`config.mk`:
```
export PLATFORM = sky130hd
export DESIGN_NAME = mhd_err_monitor
export DESIGN_NICKNAME = d
export VERILOG_FILES = /design/src/rtl/mhd_pkg.sv /design/src/rtl/hd_popcount.sv /design/src/rtl/mhd_err_monitor.sv
export SDC_FILE = /design/constraint.sdc
export NUM_CORES = 1
export LEC_CHECK = 0
export ABC_CLOCK_PERIOD_IN_PS = 3500
export CAP_MARGIN = 25
export CELL_PAD_IN_SITES_DETAIL_PLACEMENT = 0
export CELL_PAD_IN_SITES_GLOBAL_PLACEMENT = 1
export CORE_ASPECT_RATIO = 1.2
export CORE_MARGIN = 2
export CORE_UTILIZATION = 38
export DETAILED_ROUTE_END_ITERATION = 10
export PLACE_DENSITY = 0.77
export SLEW_MARGIN = 15
export SYNTH_ARGS = -nofsm -noshare
export SYNTH_HDL_FRONTEND = slang
export SYNTH_SLANG_ARGS = --single-unit
```
`constraint.sdc`:
```
create_clock -name clk -period 3.5 [get_ports clk]
set_input_delay 0.35 -clock clk [delete_from_list [all_inputs] [get_ports clk]]
set_output_delay 0.35 -clock clk [all_outputs]
set_load 0.01 [all_outputs]
```
`src/rtl/mhd_pkg.sv`:
```
// Shared types for the Hamming-distance error monitor: FSM state encoding and
// the width helper used to size Hamming-distance values.
package mhd_pkg;

  typedef enum logic [1:0] {
    ST_IDLE  = 2'd0,
    ST_RUN   = 2'd1,
    ST_DRAIN = 2'd2,
    ST_DONE  = 2'd3
  } state_e;

  // Bits needed to hold a Hamming distance in 0..width.
  function automatic int hd_w(input int width);
    return $clog2(width + 1);
  endfunction

endpackage

```
`src/rtl/hd_popcount.sv`:
```
// Combinational Hamming distance between two words: popcount(a XOR b).
module hd_popcount
  import mhd_pkg::*;
#(
  parameter int WIDTH = 16
) (
  input  logic [WIDTH-1:0]       a_i,
  input  logic [WIDTH-1:0]       b_i,
  output logic [hd_w(WIDTH)-1:0] hd_o
);

  localparam int HD_W = hd_w(WIDTH);

  logic [WIDTH-1:0] diff;

  // Count the differing bit positions.
  always_comb begin
    diff = a_i ^ b_i;
    hd_o = {HD_W{1'b0}};
    for (int i = 0; i < WIDTH; i++) begin
      hd_o = hd_o + HD_W'(diff[i]);
    end
  end

endmodule

```
`src/rtl/mhd_err_monitor.sv`:
```
// Monitors a stream of exact/approximate word pairs, counting samples whose
// Hamming distance exceeds MHD through a two-stage pipeline under a run FSM.
module mhd_err_monitor
  import mhd_pkg::*;
#(
  parameter int WIDTH = 16,
  parameter int MHD   = 8,
  parameter int CNT_W = 16
) (
  input  logic                   clk,
  input  logic                   rst,
  input  logic                   start,
  input  logic                   abort,
  input  logic [CNT_W-1:0]       num_samples,
  input  logic                   in_valid,
  output logic                   in_ready,
  input  logic [WIDTH-1:0]       a,
  input  logic [WIDTH-1:0]       b,
  output logic                   busy,
  output logic                   done,
  output logic [CNT_W-1:0]       err_cnt,
  output logic [hd_w(WIDTH)-1:0] max_hd,
  output logic [CNT_W-1:0]       first_viol_idx,
  output logic                   viol_seen
);

  localparam int HD_W = hd_w(WIDTH);
  localparam logic [HD_W-1:0] MHD_L = HD_W'(MHD);

  state_e           state_q;
  logic [CNT_W-1:0] n_q;
  logic [CNT_W-1:0] acc_q;
  logic             ready_q;
  logic             busy_q;
  logic             done_q;
  logic [CNT_W-1:0] err_q;
  logic [HD_W-1:0]  max_q;
  logic [CNT_W-1:0] first_q;
  logic             seen_q;

  logic             s1_valid_q;
  logic [HD_W-1:0]  s1_hd_q;
  logic [CNT_W-1:0] s1_idx_q;
  logic             s2_valid_q;
  logic             s2_viol_q;
  logic [HD_W-1:0]  s2_hd_q;
  logic [CNT_W-1:0] s2_idx_q;

  logic [HD_W-1:0]  hd_d;
  logic             abort_d;
  logic             accept_d;
  logic             last_d;

  hd_popcount #(.WIDTH(WIDTH)) u_hd_popcount (
    .a_i  (a),
    .b_i  (b),
    .hd_o (hd_d)
  );

  // An abort outranks acceptance, so a beat offered alongside it is dropped.
  always_comb begin
    abort_d  = abort && ((state_q == ST_RUN) || (state_q == ST_DRAIN));
    accept_d = in_valid && ready_q && !abort_d;
    last_d   = (acc_q == (n_q - CNT_W'(1)));
  end

  // Stage 1 captures HD and index; stage 2 holds the threshold compare.
  always_ff @(posedge clk or posedge rst) begin
    if (rst) begin
      s1_valid_q <= 1'b0;
      s1_hd_q    <= {HD_W{1'b0}};
      s1_idx_q   <= {CNT_W{1'b0}};
      s2_valid_q <= 1'b0;
      s2_viol_q  <= 1'b0;
      s2_hd_q    <= {HD_W{1'b0}};
      s2_idx_q   <= {CNT_W{1'b0}};
    end else begin
      s1_valid_q <= accept_d;
      if (accept_d) begin
        s1_hd_q  <= hd_d;
        s1_idx_q <= acc_q;
      end
      s2_valid_q <= s1_valid_q && !abort_d;
      s2_viol_q  <= (s1_hd_q > MHD_L);
      s2_hd_q    <= s1_hd_q;
      s2_idx_q   <= s1_idx_q;
    end
  end

  // Run FSM, accept counter and result registers.
  always_ff @(posedge clk or posedge rst) begin
    if (rst) begin
      state_q <= ST_IDLE;
      n_q     <= {CNT_W{1'b0}};
      acc_q   <= {CNT_W{1'b0}};
      ready_q <= 1'b0;
      busy_q  <= 1'b0;
      done_q  <= 1'b0;
      err_q   <= {CNT_W{1'b0}};
      max_q   <= {HD_W{1'b0}};
      first_q <= {CNT_W{1'b0}};
      seen_q  <= 1'b0;
    end else begin
      done_q <= 1'b0;
      if (s2_valid_q && !abort_d) begin
        if (s2_viol_q) begin
          if (err_q != {CNT_W{1'b1}}) begin
            err_q <= err_q + CNT_W'(1);
          end
          if (!seen_q) begin
            seen_q  <= 1'b1;
            first_q <= s2_idx_q;
          end
        end
        if (s2_hd_q > max_q) begin
          max_q <= s2_hd_q;
        end
      end
      case (state_q)
        ST_IDLE: begin
          if (start) begin
            n_q     <= num_samples;
            acc_q   <= {CNT_W{1'b0}};
            err_q   <= {CNT_W{1'b0}};
            max_q   <= {HD_W{1'b0}};
            first_q <= {CNT_W{1'b0}};
            seen_q  <= 1'b0;
            if (num_samples == {CNT_W{1'b0}}) begin
              state_q <= ST_DONE;
              done_q  <= 1'b1;
            end else begin
              state_q <= ST_RUN;
              ready_q <= 1'b1;
              busy_q  <= 1'b1;
            end
          end
        end
        ST_RUN: begin
          if (abort_d) begin
            state_q <= ST_IDLE;
            ready_q <= 1'b0;
            busy_q  <= 1'b0;
          end else if (accept_d) begin
            acc_q <= acc_q + CNT_W'(1);
            if (last_d) begin
              state_q <= ST_DRAIN;
              ready_q <= 1'b0;
            end
          end
        end
        ST_DRAIN: begin
          if (abort_d) begin
            state_q <= ST_IDLE;
            busy_q  <= 1'b0;
          end else if (!s1_valid_q && !s2_valid_q) begin
            state_q <= ST_DONE;
            busy_q  <= 1'b0;
            done_q  <= 1'b1;
          end
        end
        ST_DONE: begin
          state_q <= ST_IDLE;
        end
        default: begin
          state_q <= ST_IDLE;
          ready_q <= 1'b0;
          busy_q  <= 1'b0;
        end
      endcase
    end
  end

  assign in_ready       = ready_q;
  assign busy           = busy_q;
  assign done           = done_q;
  assign err_cnt        = err_q;
  assign max_hd         = max_q;
  assign first_viol_idx = first_q;
  assign viol_seen      = seen_q;

endmodule

```
# --- Word level (Yosys, flattened, before mapping) ---
# Cells that the tools add are included.
word_totals:
  regBits: 120
  in_bits: 53
  output_inout_bits: 41
  wordCells: 115
classes:
  n_addsub: 18
  order_cmp: 2
  eq_ne: 13
  muxes: 45
  n_bitwise: 1
  reduce_logical: 19
ops:
  columns: ["op", "n"]
  rows:
  - ["two-way mux 16 bit", 13]
  - ["adder 5 x 1 -> 5 bit", 14]
  - ["adder 16 x 1 -> 16 bit (second input constant)", 2]
  - ["one-hot mux 16 bit (2 select lines)", 1]
  - ["two-way mux 5 bit", 4]
  - ["equality test 16 bit", 1]
  - ["zero test 16 bit", 1]
  - ["two-way mux 1 bit", 16]
  - ["inequality test 16 bit (second input constant)", 1]
  - ["subtractor 16 x 1 -> 16 bit (second input constant)", 1]
  - ["XOR 16 bit", 1]
  - ["two-way mux 2 bit", 7]
  - ["inequality test 2 bit (second input constant)", 5]
  - ["AND reduction 5 bit", 2]
  - ["one-hot mux 2 bit (4 select lines)", 1]
  - ["AND reduction 4 bit", 2]
  - ["logical AND 1 bit", 6]
  - ["inequality test 3 bit (second input constant)", 2]
  - ["greater-than comparator 5 x 4 -> 1 bit (second input constant)", 1]
  - ["greater-than comparator 5 bit", 1]
  - ["equality test 2 bit (second input constant)", 2]
  - ["one-hot mux 1 bit (2 select lines)", 2]
  - ["zero test 1 bit", 3]
  - ["inequality test 3 x 2 -> 1 bit (second input constant)", 1]
  - ["other kinds (8)", 8]

# --- Depth between registers and ports, before layout ---
# Gate-level depths: netlist of the first run.
logic_depth:
  word_depth: 16
  depth_mapped: 13
  ltp_nobuf: 13

# --- Cells and area by module ---
# A second synthesis of the first run with hierarchy kept.
hier_totals:
  hier_cells: 609
  area_unflattened_um2: 6125.9
by_module_without_submodules:
  columns: ["mod", "instances", "cells_per_inst", "area_each_um2", "seq_area_each_um2"]
  rows:
  - ["mhd_err_monitor", 1, 560, 5630.4, 3002.9]
  - ["hd_popcount", 1, 49, 495.5, 0.0]

# --- Worst setup path after synthesis of the first run ---
# OpenSTA, ideal clock, no wires.
synth_path:
  path_type: "input -> register"
  startpoint: "in b[0]"
  endpoint: "reg s1_hd_q[4]"
  setup_ps: 121
  arrival_ps: 4176
  required_time_ps: 3379
  setup_slack_ps: -797
  cell_stages: 13
  cell_sequence: "xor2_1 ha_1 fa_1 fa_1 inv_1 fa_1 fa_1 inv_1 fa_1 fa_1 a21oi_1 nor2_1 a22o_1"
synth_via:
  elab_chain_cells: 16
synth_rtl:
  columns: ["item", "line_no", "text"]
  rows:
  - ["start, declared", "mhd_err_monitor.sv:18", "input logic [WIDTH-1:0] b,"]
  - ["XOR 16 bit", "hd_popcount.sv:18", "diff = a_i ^ b_i;"]
  - ["adder 1 x 1 -> 2 bit", "hd_popcount.sv:21", "hd_o = hd_o + HD_W'(diff[i]);"]
  - ["adder 5 x 1 -> 5 bit (14 in a row)", "hd_popcount.sv:21", null]
  - ["end signal, assigned", "mhd_err_monitor.sv:71", "s1_hd_q <= {HD_W{1'b0}};"]
  - ["end, declared", "mhd_err_monitor.sv:42", "logic [HD_W-1:0] s1_hd_q;"]
# Every way passes these cells.
# A chain may end at the register's enable or synchronous reset.

# --- Worst setup path in the final report of the first run ---
layout_path:
  startpoint: "in b[1]"
  endpoint: "reg s1_hd_q[2]"
# Same word-level chain as after synthesis.

==> flow_summary.ini, run 1 <==
[run_status]
status = finished with violations
violations = setup timing

[floorplanning]
die_w_um = 119
rows = 50
fp.dieH_um = 142
start_util_pct = 38.7
die-area_um2 = 16900
ios = 94
core-area_um2 = 15600

[timing]
maxSlewHeadroom_pct = 40.3
max_freq_mhz = 270
finalCriticalPeriod_ns = 3.70
clock_skew_ns = 0.00921
tightest_slew_ns = 0.892
hold_ws_ns = 0.242
hold_violations = 0
period_share_pct = 106
tns_ns = -0.511
finalSetupViolCount = 4
setup_ws_ns = -0.205
finalMaxSlewViolations = 0
rsz0062_at_grt = true

[yosys]
synth_ff_type = dfrtp_1
async_flop_share_pct = 100
synth-edff-count = 0
ys_seq_area_share_pct = 49.8
yosysWarnings = 0
synth_area_um2 = 6030
syn_area_per_cell_um2 = 9.65
synth_cell_type_count = 57
synth_seq_cells = 120
post_synth_inst_count = 625
synth_nets = 705

[critical_path]
start_kind = input port
worst_setup_path_end_kind = flop
cp_max_fo = 2
rr_endpoint = state_q[1]$_DFFE_PP0P_
reg2reg_from = n_q[0]$_DFFE_PP0P_
reg2reg_depth = 9
worstPathRequired_ns = 3.80
arrival_ns = 4.00
criticalPathCategory = input port to flop
r2r_slack_ns = 0.77

[clocking]
clk_latency_ns = 0.42
hold_buffers = 0
cts_buffers = 17
clkSlewWorstSetupHoldPaths_ns = 0.05
cts_sinks = 120
cts_buffer_depth = 2
cts.htree.levels = 4
clockRootBuffer = clkbuf_16
cts_tree = done

[routing]
viasPerCell = 4.90
wl_per_cell_um = 13.6
drt_pass1_iterations = 4
dr_total_vias = 4649
drc = 0
totalWireLength_mm = 12.9
drt_iter0_drc = 247
final_antenna_net_count = 0

[pwr]
p_sw_uw = 1880
power.density_nw_per_um2 = 701
pwr-share-clk_pct = 31.6
combPwrFrac_pct = 33.5
p_sw_share_pct = 33.8
ir_worst_vdd_v = 0.000316
seqPwrFrac_pct = 34.9
internal_power_uw = 3670
cellLeakagePower_uw = 0.00364

[min_path]
min-delay-path-class = input port to asynchronous set/reset pin

[grt]
top_usage_layer = met2
grtUsageTotal_pct = 17.0
grt_pass1_vias = 4787
met1_usage_pct = 20.7
met3_usage_pct = 5.09
antenna_found_initial = 0
grt_pass1_wl_mm = 22.8
grt.overflow.total = 0
grt_max_degree = 58
grt_use_met2_pct = 28.8

[run]
drv_cap = 0

[final_layout]
n_antenna_cell = 0
design_area_um2 = 7920
syn_to_final_growth_pct = 31.3
drive_gt1_share_pct = 9.18
final_common_cell = nand2_1
layout_common_cells = nand2_1, dfrtp_1, clkdlybuf4s50_1, nor2_1, xor2_1
utilization_pct = 50.8
nets = 808

[placed_design]
io_buffer_count = 93
gp_congestion = 0.849
place_ws_ns = -0.991
placed_cell_area_um2 = 7220
hpwl_mm = 9.65
-- cells in the mapped netlist (all sizes together), types with 11 or more instances --
cell | number | area [um^2]
a21oi | 28 | 140
clkbuf | 15 | 57.6
dfrtp | 120 | 3000
ha | 17 | 213
inv | 26 | 97.6
nand2 | 148 | 556
nand3 | 16 | 80.1
nor2 | 47 | 176
nor3 | 11 | 55.1
nor4 | 12 | 96.3
o21ai | 20 | 100
xnor2 | 20 | 175
xor2 | 39 | 342
-- metrics by stage --
stage	std cells	total power, uW
finish	949	5550
global route	949	5990
CTS	947	5600
detailed placement	914	3740
global placement	914	3670
floorplan	625	3200
-- sequential cells by signal, summed over array words and instances (netlist names), 2 cells and up --
signal,count
s1_idx_q,16
s2_hd_q,5
s2_idx_q,16
acc_q,16
n_q,16
err_cnt,16
state_q,2
max_hd,5
s1_hd_q,5
first_viol_idx,16
-- power by group through the flow --
stage | clock (uW) | sequential, uW | combinational, uW
final | 1750 | 1940 | 1860
after global routing | 1880 | 1990 | 2120
after CTS | 1800 | 1940 | 1870
after detailed placement | 0 | 1960 | 1780
after global placement | 0 | 1950 | 1720
after floorplan | 0 | 1880 | 1320
-- repair_timing --
action,CTS,global route
cloned,0,0
pin swaps,18,16
resized for setup,25,9
endpoints found under the setup margin,5,4
buffers inserted,1,0
-- area by class of cell --
class | count | area [um^2]
clock buffer | 21 | 460
clock inverter | 11 | 145
fill | 1423 | 7660
inverter | 27 | 105
multi-input combinational | 459 | 2890
sequential | 120 | 3000
tap | 208 | 260
timing repair buffer | 103 | 1050
-- logic make-up (layout without fill, tap and decap cells) --
group                      after synthesis  after routing  share of synthesized area [%]
AOI/OAI and AO/OA                       73             73                           7.45
muxes                                    8              8                           1.33
adders and majority gates               27             27                           6.85
buffers and inverters                   46            162                           3.15
xor gates and xnor gates                59             59                           8.57
DFF                                    120            120                           49.8
and+or+nand+nor                        292            292                           22.8
-- critical path, stage by stage --
cell	delay [ns]
buf_6	0.09
xor2_1	0.15
ha_1	0.31
fa_1	0.50
fa_1	0.49
inv_1	0.05
fa_1	0.45
fa_1	0.49
inv_1	0.05
fa_2	0.36
fa_2	0.38
buf_4	0.15
xnor2_2	0.12
o21ai_1	0.07
-- worst max-delay path by stage --
stage / endpoint / from / cells after the start
after global placement: s1_hd_q[4]$_DFFE_PP0P_ / b[1] / 14
final: s1_hd_q[2]$_DFFE_PP0P_ / b[1] / 14
after floorplan: s1_hd_q[4]$_DFFE_PP0P_ / b[1] / 13
after global routing: s1_hd_q[4]$_DFFE_PP0P_ / a[0] / 14
after detailed placement: s1_hd_q[4]$_DFFE_PP0P_ / b[0] / 14
after CTS: s1_hd_q[4]$_DFFE_PP0P_ / b[0] / 14
-- layer usage --
| layer | up-vias | share of wire (%) |
|---|---|---|
| met2 | 85 | 52 |
| met1 | 2240 | 43 |
| met4 | 0 | 1.8 |
| li1 | 2305 | - |
| met5 | - | 0 |
| met3 | 19 | 3.9 |
No activity file was read; power rests on OpenSTA's default activity.
==> run 2, diff against run 1 <==
--- a/config.mk
+++ b/config.mk
@@ -14,6 +14,7 @@
 export CORE_UTILIZATION = 38
 export DETAILED_ROUTE_END_ITERATION = 10
 export PLACE_DENSITY = 0.77
+export SKIP_CTS_REPAIR_TIMING = 1
 export SLEW_MARGIN = 15
 export SYNTH_ARGS = -nofsm -noshare
 export SYNTH_HDL_FRONTEND = slang
==> flow_summary.ini, run 2 (same netlist as run 1, synthesis figures left out) <==
[run_status]
status = finished with violations
violations = setup timing

[final_layout]
nets = 809
seq_area_um2 = 3000
n_antenna_cell = 0
layout_common_cells = nand2_1, dfrtp_1, clkdlybuf4s50_1, nor2_1, xor2_1
drive_gt1_share_pct = 9.30
design_area_um2 = 7910
syn_to_final_growth_pct = 31.3
final_common_cell = nand2_1
fin_cells = 950
multiInputGateArea_um2 = 2870
nFillCells = 1422

[pwr]
pwr-share-clk_pct = 31.6
p_sw_uw = 1880
internal_power_uw = 3670
ir_worst_vdd_v = 0.000317
cellLeakagePower_uw = 0.00366
combPwrFrac_pct = 33.5
p_sw_share_pct = 33.9
power.density_nw_per_um2 = 701
seqPwrFrac_pct = 34.9

[clocking]
cts_buffers = 17
clockRootBuffer = clkbuf_16
cts.htree.levels = 4
clkSlewWorstSetupHoldPaths_ns = 0.05
cts_sinks = 120
clk_latency_ns = 0.42
cts_tree = done
cts_buffer_depth = 2

[routing]
wl_per_cell_um = 13.6
drc = 0
final_antenna_net_count = 0
drt_iter0_drc = 258
dr_total_vias = 4669
totalWireLength_mm = 12.9
drt_pass1_iterations = 4
viasPerCell = 4.91

[timing]
finalCriticalPeriod_ns = 3.89
period_share_pct = 111
max_freq_mhz = 257
rsz0062_at_grt = true
tightest_slew_ns = 0.891
tns_ns = -1.29
setup_ws_ns = -0.389
finalMaxSlewViolations = 0
clock_skew_ns = 0.00940
hold_violations = 0
maxSlewHeadroom_pct = 40.4
finalSetupViolCount = 4

[grt]
grt_pass1_vias = 4774
grt_max_degree = 58
grt.overflow.total = 0
antenna_found_initial = 0
grtUsageTotal_pct = 16.9
grt_pass1_wl_mm = 22.7

[critical_path]
worst_setup_path_end_kind = flop
start_kind = input port
worstPathRequired_ns = 3.79
arrival_ns = 4.18
cp_max_fo = 2
r2r_slack_ns = 0.77
criticalPathCategory = input port to flop

[run]
drv_cap = 0

[placed_design]
place_ws_ns = -0.991
io_buffer_count = 93
placed_cell_area_um2 = 7220
place_inst = 914
gp_congestion = 0.849
hpwl_mm = 9.65

[floorplanning]
core-area_um2 = 15600
rows = 50
fp.dieH_um = 142
start_util_pct = 38.7
die-area_um2 = 16900
ios = 94
die_w_um = 119

[min_path]
min-delay-path-class = input port to asynchronous set/reset pin
==> run 2: worst paths after layout <==
check                                         endpoint  cells after the start               startpoint
min reg2reg                      s2_idx_q[0]$_DFF_PP0_                      0  s1_idx_q[0]$_DFFE_PP0P_
max                             s1_hd_q[2]$_DFFE_PP0P_                     14                     a[0]
min in group clk                 s2_idx_q[0]$_DFF_PP0_                      0  s1_idx_q[0]$_DFFE_PP0P_
max in group asynchronous           n_q[6]$_DFFE_PP0P_                      4                      rst
min                        first_viol_idx[5]$_DFF_PP0_                      2                      rst
max reg2reg                     state_q[1]$_DFFE_PP0P_                      9       n_q[0]$_DFFE_PP0P_
==> run 2: final cells by class <==
type / instances / share of cell area [%]
Timing Repair Buffer: 104 / 13.5
Inverter: 27 / 1.33
Clock buffer: 21 / 5.82
Multi-Input combinational cell: 459 / 36.3
Clock inverter: 11 / 1.83
Tap cell: 208 / 3.29
Sequential cell: 120 / 37.9
==> run 2: metal layers <==
layer / track usage, % / up-vias / routed length [um]
met4: 5.70 / 0 / 235
met5: 0 / - / 0
met3: 5.09 / 19 / 513
met2: 28.7 / 91 / 6680
li1: - / 2309 / -
met1: 20.6 / 2250 / 5520
==> run 2: stage by stage <==
stage	hold slack [ns]	power (uW)	utilization, %
final	0.241	5550	50.8
after CTS	0.367	5530	50.3
after detailed placement	0.364	3740	46.4
after global routing	0.259	5980	50.8
after global placement	0.362	3670	46.4
after floorplan	0.354	3200	-
==> run 2: power groups by stage <==
stage	Clock, uW	Combinational, uW	Sequential [uW]
final	1750	1860	1940
after floorplan	0	1320	1880
after global placement	0	1720	1950
after global routing	1880	2110	1990
after CTS	1800	1790	1940
after detailed placement	0	1780	1960
==> run 2: critical path, cell delays in order <==
cell	delay, ns
buf_6	0.09
xor2_1	0.16
ha_1	0.31
fa_1	0.49
fa_1	0.56
inv_2	0.04
fa_1	0.49
fa_1	0.53
inv_2	0.04
fa_2	0.36
fa_2	0.36
buf_4	0.15
xnor2_1	0.15
o21ai_0	0.09
==> run 3, diff against run 2 <==
--- a/config.mk
+++ b/config.mk
@@ -9,12 +9,13 @@
 export CAP_MARGIN = 25
 export CELL_PAD_IN_SITES_DETAIL_PLACEMENT = 0
 export CELL_PAD_IN_SITES_GLOBAL_PLACEMENT = 1
-export CORE_ASPECT_RATIO = 1.2
+export CORE_ASPECT_RATIO = 1.75
 export CORE_MARGIN = 2
 export CORE_UTILIZATION = 38
 export DETAILED_ROUTE_END_ITERATION = 10
 export PLACE_DENSITY = 0.77
 export SKIP_CTS_REPAIR_TIMING = 1
+export SKIP_LAST_GASP = 1
 export SLEW_MARGIN = 15
 export SYNTH_ARGS = -nofsm -noshare
 export SYNTH_HDL_FRONTEND = slang
==> flow_summary.ini, run 3 (same netlist as run 1, synthesis figures left out) <==
[run_status]
status = finished with violations
violations = setup timing

[clocking]
clkSlewWorstSetupHoldPaths_ns = 0.06
clockRootBuffer = clkbuf_16
cts_sinks = 120
cts.htree.levels = 4
cts_tree = done
clk_latency_ns = 0.40
cts_buffers = 17
cts_buffer_depth = 2

[routing]
drc = 0
totalWireLength_mm = 13.7
drt_pass1_iterations = 4
wl_per_cell_um = 14.8
final_antenna_net_count = 0
dr_total_vias = 4713
viasPerCell = 5.08
drt_iter0_drc = 270

[timing]
clock_skew_ns = 0.00755
hold_violations = 0
tightest_slew_ns = 0.934
hold_ws_ns = 0.368
period_share_pct = 114
max_freq_mhz = 252
finalCriticalPeriod_ns = 3.98
maxSlewHeadroom_pct = 37.5
rsz0062_at_grt = true
setup_ws_ns = -0.476
finalMaxSlewViolations = 0
finalSetupViolCount = 4

[grt]
grt_max_degree = 58
grtUsageTotal_pct = 17.0
grt_pass1_vias = 4851
grt_pass1_wl_mm = 23.0
antenna_found_initial = 0
grt.overflow.total = 0

[critical_path]
arrival_ns = 4.27
start_kind = input port
cp_max_fo = 2
criticalPathCategory = input port to flop
worstPathRequired_ns = 3.79
worst_setup_path_end_kind = flop

[floorplanning]
ios = 94
die-area_um2 = 16900
die_w_um = 99.2
fp.dieH_um = 171
core-area_um2 = 15500
rows = 60
start_util_pct = 39.0

[final_layout]
final_common_cell = nand2_1
nets = 809
drive_gt1_share_pct = 10.2
n_antenna_cell = 0
utilization_pct = 51.1
layout_common_cells = nand2_1, dfrtp_1, clkdlybuf4s50_1, nor2_1, xor2_1
syn_to_final_growth_pct = 31.0

[pwr]
ir_worst_vdd_v = 0.000338
cellLeakagePower_uw = 0.00366
power.density_nw_per_um2 = 712

[run]
drv_cap = 0

[placed_design]
io_buffer_count = 93
hpwl_mm = 10.3
gp_congestion = 0.850

[min_path]
min-delay-path-class = flop to flop
[run 3: layer usage]
layer | up-vias | wire [um] | GRT usage, %
met2 | 78 | 7780 | 31.4
met4 | 0 | 221 | 6.08
met3 | 17 | 392 | 3.59
met1 | 2305 | 5350 | 19.2
met5 | - | 0 | 0
li1 | 2313 | - | -
[run 3: critical path, cell delays in order]
cell and delay, ns:
clkdlybuf4s50_1 0.48, xor2_1 0.18, fa_1 0.46, fa_1 0.51
inv_2 0.04, fa_1 0.51, fa_1 0.56, inv_2 0.04
fa_2 0.37, fa_2 0.37, a21oi_2 0.14, nor2_1 0.05
a22o_1 0.19
[run 3: cell type report]
cell class | instances | area (um^2)
fillers | 1451 | 7570
clock buffers | 17 | 425
multi-input cells | 459 | 2900
well taps | 186 | 233
clock inverters | 15 | 165
inverters | 27 | 105
repair buffers | 104 | 1070
flip-flops and latches | 120 | 3000
[run 3: path summary, 6_finish.rpt]
check / start / to / slack, ns / depth (start not counted)
worst min register to register: s1_idx_q[13]$_DFFE_PP0P_ / s2_idx_q[13]$_DFF_PP0_ / 0.37 / 0
worst max register to register: n_q[0]$_DFFE_PP0P_ / state_q[1]$_DFFE_PP0P_ / 0.72 / 9
worst min-delay path: s1_idx_q[13]$_DFFE_PP0P_ / s2_idx_q[13]$_DFF_PP0_ / 0.37 / 0
min in group asynchronous: rst / err_cnt[9]$_DFF_PP0_ / 0.44 / 2
worst max-delay path: b[8] / s1_hd_q[4]$_DFFE_PP0P_ / -0.48 / 13
max in group asynchronous: rst / s1_idx_q[1]$_DFFE_PP0P_ / 2.37 / 3
[run 3: where the power goes]
group	internal [uW]	switching [uW]
combinational	912	1050
clock	1060	667
sequential	1650	289
total	3620	2000
[run 3: per-stage QoR]
step           TNS [ns]  worst slack (ns)  instances  power [uW]  instance area, um^2
2_1_floorplan     -1.19            -0.395        625        3200                 6040
3_3_place_gp      -3.67            -0.920        893        3700                 7200
3_5_place_dp      -4.21             -1.02        893        3790                 7200
4_1_cts           -2.06            -0.592        925        5550                 7790
5_1_grt           -2.07            -0.582        928        6040                 7900
6_report          -1.63            -0.476        928        5620                 7900
